[src/rtl/raw_frame_packer.sv]
// Packs a stream of 16-bit raw samples into framed 32-bit words for the host read FIFO:
// header, sample pairs (last one zero-padded), and a trailer carrying the frame checksum.
module raw_frame_packer #(
  parameter int unsigned FRAME_LEN = 67,
  parameter logic [7:0]  SYNC_HDR  = 8'hA5,
  parameter logic [7:0]  SYNC_TRL  = 8'h5A
) (
  input  logic        iClk,
  input  logic        iReset,
  input  logic        iSampleValid,
  input  logic [15:0] i16Sample,
  input  logic [7:0]  i8SignSel,
  input  logic        iFifoFull,
  output logic        oFifoWrEn,
  output logic [31:0] o32FifoData,
  output logic        oBusy,
  output logic        oOverflow,
  output logic [15:0] o16FrameCnt
);

  localparam logic [7:0] LEN8 = 8'(FRAME_LEN);

  typedef enum logic [2:0] {IDLE, HEADER, PACK, FLUSH, TRAILER} state_t;
  state_t state, state_nxt;

  // Each entry carries the selector seen at write time, so the header reads it from the head entry.
  logic [23:0] mem [8];
  logic [2:0]  wr_ptr, rd_ptr;
  logic [3:0]  count;
  logic        full, empty, push, pop;
  logic [15:0] head_sample;
  logic [7:0]  head_sign;

  logic [7:0]  pop_cnt;
  logic [15:0] hi, sum, frame_cnt;
  logic        have_hi, word_valid, overflow;
  logic [31:0] word, data;
  logic        wr;

  assign full        = (count == 4'd8);
  assign empty       = (count == 4'd0);
  assign push        = iSampleValid && !full;
  assign head_sample = mem[rd_ptr][15:0];
  assign head_sign   = mem[rd_ptr][23:16];

  always_ff @(posedge iClk) begin
    if (push) mem[wr_ptr] <= {i8SignSel, i16Sample};
  end

  always_ff @(posedge iClk) begin
    if (iReset) begin
      wr_ptr   <= 3'd0;
      rd_ptr   <= 3'd0;
      count    <= 4'd0;
      overflow <= 1'b0;
    end else begin
      if (push) wr_ptr <= wr_ptr + 3'd1;
      if (pop)  rd_ptr <= rd_ptr + 3'd1;
      count <= count + {3'b0, push} - {3'b0, pop};
      if (iSampleValid && full) overflow <= 1'b1;
    end
  end

  always_comb begin
    state_nxt = state;
    wr        = 1'b0;
    pop       = 1'b0;
    data      = 32'h0;
    case (state)
      IDLE: begin
        if (!empty) state_nxt = HEADER;
      end
      HEADER: begin
        data = {SYNC_HDR, head_sign, frame_cnt};
        if (!iFifoFull) begin
          wr        = 1'b1;
          state_nxt = PACK;
        end
      end
      PACK: begin
        data = word;
        wr   = word_valid && !iFifoFull;
        // A held word that cannot leave blocks the next pairing.
        pop  = !empty && (pop_cnt != LEN8) && !(word_valid && iFifoFull);
        if ((pop_cnt == LEN8) && (!word_valid || wr))
          state_nxt = have_hi ? FLUSH : TRAILER;
      end
      FLUSH: begin
        data = {hi, 16'h0000};
        if (!iFifoFull) begin
          wr        = 1'b1;
          state_nxt = TRAILER;
        end
      end
      TRAILER: begin
        data = {SYNC_TRL, LEN8, sum};
        if (!iFifoFull) begin
          wr        = 1'b1;
          state_nxt = IDLE;
        end
      end
      default: state_nxt = IDLE;
    endcase
  end

  always_ff @(posedge iClk) begin
    if (iReset) begin
      state      <= IDLE;
      pop_cnt    <= 8'd0;
      hi         <= 16'h0;
      have_hi    <= 1'b0;
      word       <= 32'h0;
      word_valid <= 1'b0;
      sum        <= 16'h0;
      frame_cnt  <= 16'h0;
    end else begin
      state <= state_nxt;
      if (wr && state == PACK) word_valid <= 1'b0;
      if (pop) begin
        pop_cnt <= pop_cnt + 8'd1;
        sum     <= sum + head_sample;
        if (have_hi) begin
          word       <= {hi, head_sample};
          word_valid <= 1'b1;
          have_hi    <= 1'b0;
        end else begin
          hi      <= head_sample;
          have_hi <= 1'b1;
        end
      end
      if (wr && state == FLUSH) have_hi <= 1'b0;
      if (wr && state == TRAILER) begin
        frame_cnt <= frame_cnt + 16'd1;
        pop_cnt   <= 8'd0;
        sum       <= 16'h0;
      end
    end
  end

  assign oFifoWrEn   = wr;
  assign o32FifoData = wr ? data : 32'h0;
  assign oBusy       = (state != IDLE) || !empty;
  assign oOverflow   = overflow;
  assign o16FrameCnt = frame_cnt;

endmodule

[config.mk]
export PLATFORM = sky130hd
export DESIGN_NAME = raw_frame_packer
export DESIGN_NICKNAME = d
export VERILOG_FILES = /design/src/rtl/raw_frame_packer.sv
export SDC_FILE = /design/constraint.sdc
export NUM_CORES = 1
export LEC_CHECK = 0
export ABC_AREA = 1
export CORE_MARGIN = 5
export CORE_UTILIZATION = 30
export CTS_CLUSTER_DIAMETER = 50
export DETAILED_ROUTE_END_ITERATION = 16
export GPL_TIMING_DRIVEN = 0
export MAX_ROUTING_LAYER = met4
export PLACE_DENSITY = 0.44
export SKIP_LAST_GASP = 1
export SYNTH_ARGS = -nofsm -noshare
export SYNTH_HDL_FRONTEND = slang
export SYNTH_SLANG_ARGS = --single-unit
[constraint.sdc]
create_clock -name iClk -period 3.9 [get_ports iClk]
set_clock_uncertainty 0.15 [all_clocks]
set_input_delay 0.78 -clock iClk [delete_from_list [all_inputs] [get_ports iClk]]
set_output_delay 0.78 -clock iClk [all_outputs]
set_load 0.01 [all_outputs]
==> results.py <==
metrics = {
    "clock_tree": {
        "clk_path_buf_depth": 3,
        "cts.clk_slew.worst_paths_ns": 0.05,
        "htreeDepth": 2,
        "cts_sinks": 299,
        "cts_tree": "done",
        "cts_setup_buffers": 0,
        "ctsHoldBuffers": 0,
        "clock_latency_ns": 0.56,
        "numCtsBuffers": 41,
        "root_buffer": "clkbuf_16",
        "ctsResizeCount": 8,
    },
    "detailed_routing": {
        "ant_nets": 0,
        "drtIter0Drc": 851,
        "wl_um": 41900,
        "wl_per_cell_um": 19.5,
        "drt_pass1_iterations": 5,
        "viasPerCell": 4.82,
        "vias": 10400,
        "drc": 0,
    },
    "worst_setup_path": {
        "required_ns": 2.97,
        "crit_fanout": 10,
        "cp-start-kind": "register",
        "cp.arrival_ns": 2.91,
        "worstSetupEndpointType": "output port",
        "crit_type": "reg -> out",
    },
    "logic_synthesis": {
        "synthXorXnorAreaFrac": 0.00779,
        "yosys.area_share.adder": 0.0261,
        "synth_top_family_by_area": "compound AO/OA/AOI/OAI gates",
        "synth_seq_cells": 299,
        "ys_warn_count": 0,
        "ys_types": 53,
        "syn_inst": 1401,
        "yosys-mux-area-fraction": 0,
        "yosys.area.top_type": "edfxtp_1",
        "yosys.area_share.simple": 0.154,
        "ys_seq_area_frac": 0.586,
        "synth_compound_area_frac": 0.154,
        "yosysTopAreaCellShare": 0.427,
        "netlist_top_cells_area": "edfxtp_1 (43%), dfxtp_1 (16%), nand2_1 (6.0%)",
        "synth_area_um2": 13500,
        "synth_area_per_cell_um2": 9.63,
        "synth_nets": 1456,
    },
    "floorplan": {
        "coreArea_um2": 44300,
        "io_pins": 79,
        "start_util": 0.304,
        "std_cell_rows": 77,
        "dieArea_um2": 49300,
        "die_h_um": 222,
        "fp.dieW_um": 222,
    },
    "sta": {
        "drv_slew": 0,
        "finalCritPeriodShare": 0.984,
        "setup_tns_ns": 0,
        "setup_viol": 0,
        "rsz0062_at_grt": "false",
        "slew_headroom": 0.485,
        "finalHoldViolations": 0,
        "period_minus_slack_ns": 3.84,
        "max_clock_freq_mhz": 260,
        "tightest_slew_ns": 0.772,
        "holdWs_ns": 0.298,
    },
    "job": {
        "drv_cap": 0,
    },
    "placement": {
        "placed_area_um2": 15300,
        "io_buffers": 78,
        "place_congestion": 0.803,
        "dp_hpwl_um": 28800,
    },
    "layout": {
        "final_layout_size_suffix_gt1_frac": 0.117,
        "n_antenna_cell": 0,
        "fin_area_um2": 16700,
        "n_fill_cell": 4475,
        "layout_commonest_cell": "nand2_1",
        "fin_nets": 1585,
        "multiInputGateArea_um2": 4680,
        "syn2layout_area_growth_pct": 23.4,
        "mostFrequentLayoutCells": "nand2_1 (215), edfxtp_1 (192), nor2_1 (159), o21ai_0 (158), inv_1 (144)",
        "seqCellArea_um2": 7910,
    },
    "global_routing": {
        "grt_antenna_before_repair": 0,
        "grt_max_degree": 25,
        "grt_pass1_vias": 10200,
        "grt_usage": 0.172,
        "grt_pass1_wl_um": 63700,
        "grt-ovfl-total": 0,
    },
    "power_and_ir_drop": {
        "peakVddDrop_mv": 0.303,
        "total_power_uw": 9890,
        "p_per_area_nw_per_um2": 594,
        "p_leak_uw": 0.00613,
    },
    "min_path": {
        "hp-class": "reg -> reg",
    },
    "status": {
        "status": "completed",
    },
}
## power by group
part / leakage, uW / switching, uW / internal [uW]
sequential: 0.00261 / 129 / 3620
combinational: 0.00287 / 1680 / 774
clock: 0.000648 / 1440 / 2250
## per-stage QoR
stage	worst slack (ns)	instances	utilization
global route	0.0114	2153	0.376
finish	0.0608	2153	0.376
global placement	-0.654	2071	0.339
CTS	-0.0301	2153	0.375
detailed placement	0.148	2079	0.344
floorplan	1.21	1401	-
## layer usage
metal	GRT usage	share of wire
met4	0.0493	0.023
met5	-	0
met2	0.273	0.47
met1	0.229	0.47
met3	0.0266	0.041
## state kept, by name, summed over array words and instances, names as in the netlist, named ones only
name and cells:
count 4, have_hi 1, hi 16, mem 192
o16FrameCnt 16, oOverflow 1, pop_cnt 8, rd_ptr 3
state 3, sum 16, word 32, word_valid 1
wr_ptr 3
## logic make-up after synthesis
group	after synthesis
adders and majority gates	27
xor gates and xnor gates	12
and+or+nand+nor	478
DFF	299
AOI/OAI and AO/OA	365
buffers and inverters	220
## worst max-delay path, stage by stage (launching register included)
cell	delay, ns
dfxtp_1	0.35
inv_1	0.11
nand2_2	0.14
nor2_4	0.33
clkbuf_4	0.37
nand3_1	0.11
a21oi_1	0.33
clkdlybuf4s50_1	0.62
## layout make-up
type,count,area share
Buffer,69,0.0268
Clock buffer,50,0.0648
Clock inverter,24,0.0156
Inverter,151,0.0343
Multi-Input combinational cell,882,0.281
Sequential cell,299,0.475
Tap cell,592,0.0445
Timing Repair Buffer,86,0.0579
## worst paths after layout
| check | startpoint | endpoint | slack (ns) | cells after the start |
|---|---|---|---|---|
| worst max register to register | register | sum[14] | 0.47 | 18 |
| worst min register to register | word[7] | word[7] | 0.30 | 2 |
| worst min-delay path | word[7] | word[7] | 0.30 | 2 |
| worst max-delay path | state[2] | o32FifoData[20] | 0.06 | 7 |
## Yosys cell counts (all sizes together)
cell type and number:
o21a 7, fa 2, or2 2, nor2 175, a221oi 3, ha 25
a21oi 107, xnor2 8, a22o 1, and3 2, dfxtp 107, nand4 6
o22ai 42, nand3 54, buf 46, a21o 1, xor2 4, nor3b 1
and2 3, inv 150, o21ai 173, o211ai 11, nor3 11, a22oi 7
clkbuf 23, a211oi 3, o21bai 1, edfxtp 192, o221ai 9, clkinv 1
nand2 223, nor4 1
(Power assumes the default switching activity.)
